**src/rtl/instruction_fetch_unit.sv**
```systemverilog
// rtl/instruction_fetch_unit.sv - program counter, IF/ID register, jump/halt resolution and redirect handling
module instruction_fetch_unit #(
    parameter int           N        = 10,
    parameter logic [N-1:0] RESET_PC = '0,
    parameter logic [3:0]   OP_JUMP  = 4'b1010,
    parameter logic [3:0]   OP_HALT  = 4'b1110
) (
    input  logic         clk,
    input  logic         rst,
    input  logic         stall,
    input  logic         redirect_valid,
    input  logic [N-1:0] redirect_pc,
    input  logic         resume,
    input  logic [15:0]  instr_in,
    output logic [N-1:0] pc_out,
    output logic [15:0]  ir_out,
    output logic [N-1:0] ir_pc,
    output logic         ir_valid,
    output logic         halted,
    output logic [15:0]  fetch_count
);

    typedef enum logic {
        ST_RUN    = 1'b0,
        ST_HALTED = 1'b1
    } state_t;

    localparam logic [N-1:0] PC_ONE = 1;

    state_t       state_q, state_d;
    logic [N-1:0] pc_q, pc_d;
    logic [15:0]  ir_q, ir_d;
    logic [N-1:0] ir_pc_q, ir_pc_d;
    logic         ir_valid_q, ir_valid_d;
    logic [15:0]  count_q, count_d;
    logic [3:0]   opcode;

    assign opcode = instr_in[15:12];

    // Next-state logic: redirect beats everything, then per-state fetch/halt rules.
    always_comb begin
        state_d    = state_q;
        pc_d       = pc_q;
        ir_d       = ir_q;
        ir_pc_d    = ir_pc_q;
        ir_valid_d = ir_valid_q;
        count_d    = count_q;

        if (redirect_valid) begin
            // Taken fork: flush the wrong-path word, keep the last issued one visible.
            pc_d       = redirect_pc;
            ir_valid_d = 1'b0;
            state_d    = ST_RUN;
        end else begin
            case (state_q)
                ST_RUN: begin
                    if (!stall) begin
                        ir_d       = instr_in;
                        ir_pc_d    = pc_q;
                        ir_valid_d = 1'b1;
                        count_d    = count_q + 16'd1;
                        if (opcode == OP_JUMP) begin
                            // Jump resolved here; the word still flows on as a decoder no-op.
                            pc_d = instr_in[N-1:0];
                        end else if (opcode == OP_HALT) begin
                            // PC parks on the HALT address so resume can step past it.
                            state_d = ST_HALTED;
                        end else begin
                            pc_d = pc_q + PC_ONE;
                        end
                    end
                end
                ST_HALTED: begin
                    // Stall is irrelevant here: nothing is being fetched anyway.
                    ir_valid_d = 1'b0;
                    if (resume) begin
                        pc_d    = pc_q + PC_ONE;
                        state_d = ST_RUN;
                    end
                end
                default: begin
                    state_d = ST_RUN;
                end
            endcase
        end
    end

    // State register with synchronous reset overriding every other input.
    always_ff @(posedge clk) begin
        if (rst) begin
            state_q    <= ST_RUN;
            pc_q       <= RESET_PC;
            ir_q       <= 16'd0;
            ir_pc_q    <= '0;
            ir_valid_q <= 1'b0;
            count_q    <= 16'd0;
        end else begin
            state_q    <= state_d;
            pc_q       <= pc_d;
            ir_q       <= ir_d;
            ir_pc_q    <= ir_pc_d;
            ir_valid_q <= ir_valid_d;
            count_q    <= count_d;
        end
    end

    assign pc_out      = pc_q;
    assign ir_out      = ir_q;
    assign ir_pc       = ir_pc_q;
    assign ir_valid    = ir_valid_q;
    assign halted      = (state_q == ST_HALTED);
    assign fetch_count = count_q;

endmodule
```
**config.mk**
```make
export PLATFORM = sky130hd
export DESIGN_NAME = instruction_fetch_unit
export DESIGN_NICKNAME = d
export VERILOG_FILES = /design/src/rtl/instruction_fetch_unit.sv
export SDC_FILE = /design/constraint.sdc
export NUM_CORES = 1
export LEC_CHECK = 0
export ABC_CLOCK_PERIOD_IN_PS = 2300
export BUFFER_PORTS_ARGS = -buffer_cell sky130_fd_sc_hd__buf_2
export CORE_MARGIN = 3
export CORE_UTILIZATION = 51
export CTS_BUF_LIST = sky130_fd_sc_hd__clkbuf_8
export DETAILED_ROUTE_END_ITERATION = 16
export GPL_ROUTABILITY_DRIVEN = 0
export GPL_TIMING_DRIVEN = 0
export MAX_ROUTING_LAYER = met4
export PLACE_DENSITY = 0.84
export SETUP_SLACK_MARGIN = 0.15
export SYNTH_ARGS = -nofsm -noshare
export SYNTH_HDL_FRONTEND = slang
export SYNTH_SLANG_ARGS = --single-unit
```
**constraint.sdc**
```tcl
create_clock -name clk -period 2.3 [get_ports clk]
set_clock_uncertainty 0.05 [all_clocks]
set_input_delay 0.46 -clock clk [delete_from_list [all_inputs] [get_ports clk]]
set_output_delay 0.46 -clock clk [all_outputs]
set_load 0.02 [all_outputs]
```
* Word-level counts from Yosys, hierarchy flattened
Index checks and enable logic that the tools add are counted.
** Storage, ports and cells
- ROM bits :: 0
- Latch bits :: 0
- Word-level logic and storage cells :: 33
- Memories :: 0
- Input port bits :: 31
- Flip-flop bits (word level) :: 54
- RAM bits :: 0
** Cells by class
- Multiplexer cells :: 13
- Order comparisons :: 0
- $mul :: 0
- Eq/ne operators :: 6
- Shift-type cells :: 0
- Div/mod/pow operators :: 0
- Bitwise logic cells :: 3
- Reduce and logical (&&, ||, !) cells :: 3
- Add/sub/neg operators :: 2
** Operators by type and width (count)
- $mux W10 :: 5
- $pmux W10 S2 :: 1
- $add A16 B1 Y16 const B :: 1
- $add A10 B1 Y10 const B :: 1
- $eq A4 B4 Y1 const B :: 2
- $ne A3 B3 Y1 const B :: 2
- $reduce_and A3 Y1 :: 2
- $mux W1 :: 5
- $ne A4 B4 Y1 const B :: 1
- $pmux W1 S2 :: 2
- $not A1 Y1 :: 3
- $ne A2 B2 Y1 const B :: 1
- $reduce_or A2 Y1 :: 1

* Longest topological paths before layout
- Depth in word-level cells :: 6
- Mapped depth :: 6
- Depth with buffers taken out :: 5

* Least setup slack after synthesis
No wires, ideal clock.
- Kind :: register to register
- From :: register count_q[0] (netlist: fetch_count[0])
- To :: register count_q[12] (netlist: fetch_count[12])
- Buffers on the path :: 0
- Stages on the path, launching flop included :: 6
- Arrival :: 1.670 ns
- Data required time :: 2.180 ns
- Path slack :: 0.510 ns
- Cells stage by stage :: dfxtp_1 > ha_1 > nor4b_4 > nand2_2 > or4b_1 > a21oi_1
** On the way
- Cells in the longest elaborated chain, start to end :: 1
** Ends and longest elaborated chain
- from (decl) :: line 35 : logic [15:0] count_q, count_d;
- from (signal assigned) :: line 103 : count_q <= count_d;
- $add A16 B1 Y16 :: line 61 : count_d = count_q + 16'd1;
Every way passes these cells.
A chain may end at the register's enable or synchronous reset.

* Worst setup path in the final report
Same ends and word-level chain as after synthesis.

==> metrics.md <==
| Metric | Value |
|---|---|
| Result of the run | `completed` |
| Bufs and invs on worst path | `0` |
| Internal power | `about 1.4 mW` |
| Number of hold-repair buffers added at the cts stage | `0` |
| Reg2Reg Depth | `5` |
| Top-area cell type share of the netlist area | `0.443` |
| Pwr per Cell Area | `623 mW/mm²` |
| Area taken by multi-input logic gates | `between 0.001 and 0.0015 mm²` |
| Sequential-to-total area share from yosys stat | `0.443` |
| Share of cells above drive strength 1 | `0.252` |
| Number of synthesized register bits | `54` |
| Layout area overhead | `24.0%` |
| Fraction of synthesized cell area in xor and xnor cells | `0.0430` |
| Dominant synthesized flop cell | `dfxtp_1` |
| Final non-filler cell area | `a little over 0.003 mm²` |
| Max Cap Violations | `0` |
| Net switching share of the total power | `0.268` |
| Total DRC errors in the routed layout | `0` |
| Iteration-0 DRC count of the detailed router | `218` |
| Capturing point of the worst reg2reg path | `fetch_count[12]$_SDFFE_PP0P_` |
| Largest delay contributor family on the critical path | `simple AND/OR/NAND/NOR gates` |
| Remaining number of nets flagged by the antenna check after routing | `0` |
| # Post-CTS Setup Buffers | `0` |
| Final clock period utilization by the worst path | `0.814` |
| Post-DR vias/cell | `roughly 5.6` |
| Mux cell area share after synthesis | `0.00410` |
| H-Tree Level Count | `2` |
| Cts repair resizes | `0` |
| Final worst-path setup slack | `between 0.4 and 0.5 ns` |
| Setup repair after global routing missed its margin | `no` |
| Static leakage | `around 1.3 nW` |
| Count of vias placed by the detailed router | `around 2.5k` |
| Fraction of the mapped netlist area in compound gates | `0.190` |
| Largest fanout on the critical path | `7` |
| Worst ir drop on vdd | `0.000404 V` |
| Cell count after synthesis | `between 300 and 400` |
| Transition time at the pin with the least slew margin | `0.495 ns` |
| CTS tree | `done` |
| Instance area at placement | `a little under 0.003 mm²` |
| Buffer depth of the longest clock path | `2` |
| Main combinational cell family by area after synthesis | `simple AND/OR/NAND/NOR gates` |
| Final Net Count | `around 430` |
| Area leader, netlist | `dfxtp_1` |
| Maximum clock frequency | `0.534 GHz` |
| Sequential cell area | `0.00108 mm²` |
| Worst R2R Setup Slack | `~0.43 ns` |
| Mean routed wirelength per cell | `14.5 µm` |
| Clock Latency Late Sink | `around 0.31 ns` |
| Number of clock sinks | `54` |
| Clock tree root driver cell | `clkbuf_8` |
| Maximum cell stage delay along the critical path | `0.48 ns` |
| Wire length of the first global-routing pass | `around 10,000 µm` |
| Fraction of the core area covered by cells at the end of the flow | `0.677` |
| Die Span X | `75.2 µm` |
| Synth Area in Simple Gates | `0.268` |
| Number of iterations in the first detailed-routing pass | `7` |
| Number of flops mapped to enable cells by yosys | `0` |
| Setup TNS | `0 ns` |
| Crit path max-delay cell type | `or4b_1` |
| DIE AREA | `0.00566 mm²` |
| Final hold vios | `0` |
| Number of inserted filler cells in the final layout | `400` |
| Mapped Nets | `between 300 and 400` |
| Kind of start point of the critical path | `flip-flop` |
| Post-synth ARST share | `0` |
| Worst Hold Class | `input pin to flip-flop` |
| Worst-path cell chain | `ha_1 -> nor4b_4 -> nand2_2 -> or4b_1 -> a21oi_1` |
| Commonest non-fill, non-tap cell in the layout | `buf_2` |
| Synth Area in Adders | `0.0102` |
| Type of the setup path with the least slack | `flip-flop to flip-flop` |
| Post-synthesis area per instance | `about 8.1 µm²` |
| Share of total power in combinational logic | `0.137` |
| Aggregate global-route resource usage | `0.235` |
| Launch instance of the worst register-to-register path | `fetch_count[0]$_SDFFE_PP0P_` |
| Hold_sp | `instr_in[11]` |
| Cell types occupying the most area after synthesis | `dfxtp_1 (44%), nand2_1 (10%), a21oi_1 (7.4%)` |
| Via count of the first global-routing pass | `between 2k and 2.5k` |
| Count of input and output buffers | `just over 80` |
| Data arrival time of the critical path | `around 2.1 ns` |
| Post-synthesis instance area | `about 0.0024 mm²` |
| Clock transition time at the flip-flop clock pins of the worst setup and hold paths | `0.09 ns` |
| Pins Over Slew Limit | `0` |
| Maximum number of pins on one net before global-route repair | `16` |
| Fraction of power consumed by sequential logic | `0.533` |
| Number of antenna violations at the first check in global routing | `0` |
| Setup-violating endpoint count in the final report | `0` |
| Yosys warning total | `0` |
| NetSw | `just over 0.5 mW` |
| DP HPWL | `4850 µm` |
| Distinct cell type count after synthesis | `44` |
| Required @ worst endpoint | `between 2 and 2.5 ns` |
| Total inserted antenna cells | `0` |
| Boundary Pins | `between 80 and 90` |
| Critical Path Sink Type | `flip-flop` |
| Starting density of the core | `0.546` |
| Chip Height | `75.2 µm` |
| Placeable Area | `roughly 0.0045 mm²` |
| Place WS | `about 0.27 ns` |
| WHS Path Cells | `3` |
| Worst rel slew slack | `0.669` |
| Wirelength, routed | `6460 µm` |
| Number of core rows | `24` |
| Total congestion overflow | `0` |
| Shortest period the worst path allows | `around 1.9 ns` |
| Most used cells in the layout excluding fill and tap cells | `buf_2 (87), nand2_1 (66), dfxtp_1 (54), a21oi_1 (36), nor2_1 (18)` |
| Clock power frac | `0.330` |
| Terminating pin of the worst hold path | `ir_out[11]$_SDFFE_PP0P_` |
| Total CTS buffers | `5` |
## cell usage after synthesis (2+ instances only)
library cell  number
a211oi_1           3
nand4_1            5
a31oi_1            3
a21oi_1           36
nor2_1            18
ha_1               2
xnor2_1            4
nand3_1           12
inv_1              4
or4_1              3
or3_1              3
and2_1             4
dfxtp_1           54
and3_1             3
nor3_1             8
o311ai_0           2
o31ai_1            3
a311oi_1           5
o21a_1             4
buf_2              4
clkbuf_1          14
nand3b_1           4
o21ai_0            6
nand2_1           66
xor2_1             8
o22ai_1            2
o211ai_1           5
## cell type report
class	count	area share
clock buffer	5	0.0227
inverter	4	0.00496
multi-input combinational	224	0.416
sequential	54	0.357
tap	52	0.0215
timing repair buffer	83	0.137
buffer	20	0.0289
clock inverter	3	0.0124
## how the worst max path moves through the flow
stage / slack (ns) / depth (start not counted) / end / start
global placement: 0.35 / 6 / pc_out[4]$_SDFFE_PP0P_ / instr_in[15]
detailed placement: 0.27 / 6 / pc_out[4]$_SDFFE_PP0P_ / instr_in[15]
floorplan: 0.51 / 5 / fetch_count[12]$_SDFFE_PP0P_ / fetch_count[0]$_SDFFE_PP0P_
CTS: 0.44 / 4 / fetch_count[14]$_SDFFE_PP0P_ / fetch_count[3]$_SDFFE_PP0P_
finish: 0.43 / 5 / fetch_count[12]$_SDFFE_PP0P_ / fetch_count[0]$_SDFFE_PP0P_
global route: 0.31 / 6 / ir_out[12]$_SDFFE_PP0P_ / halted$_SDFF_PP0_
## sequential cells by signal, indices dropped and copies added (netlist names)
| signal | flops |
|---|---|
| fetch_count | 16 |
| ir_out | 16 |
| ir_pc | 10 |
| pc_out | 10 |
| halted | 1 |
| ir_valid | 1 |
## worst register-to-register path, cell delays in order, from the launching register on
cell	delay, ns
dfxtp_1	0.41
ha_1	0.17
nor4b_4	0.43
nand2_2	0.12
or4b_1	0.48
a21oi_1	0.15
## per-layer routing
metal | global-route usage | vias up | wire (µm)
met5 | - | - | 0
met4 | 0.0680 | 0 | 110
met3 | 0.0481 | 12 | 460
met2 | 0.363 | 100 | 3010
met1 | 0.312 | 1141 | 2880
li1 | - | 1247 | -
## per-stage QoR
stage	power [mW]	hold slack, ns	instances
floorplan	1.18	0.483	302
global placement	1.28	0.388	437
detailed placement	1.28	0.394	437
CTS	1.89	0.327	445
global route	1.96	0.336	445
finish	1.89	0.329	445
## kinds of logic (layout without fill, tap and decap cells)
kind of cell	Yosys count	after routing
DFF	54	54
adders and majority gates	2	2
xor gates and xnor gates	12	12
and+or+nand+nor	135	135
buffers and inverters	24	115
muxes	1	1
AOI/OAI and AO/OA	74	74
## power by group through the flow
stage	clock, mW	combinational, mW	sequential (mW)
after floorplan	0	0.116	1.06
after global placement	0	0.254	1.03
after detailed placement	0	0.258	1.03
after CTS	0.626	0.259	1.01
after global routing	0.667	0.285	1.01
final	0.624	0.259	1.01
Power figures use the tool's default switching activity.
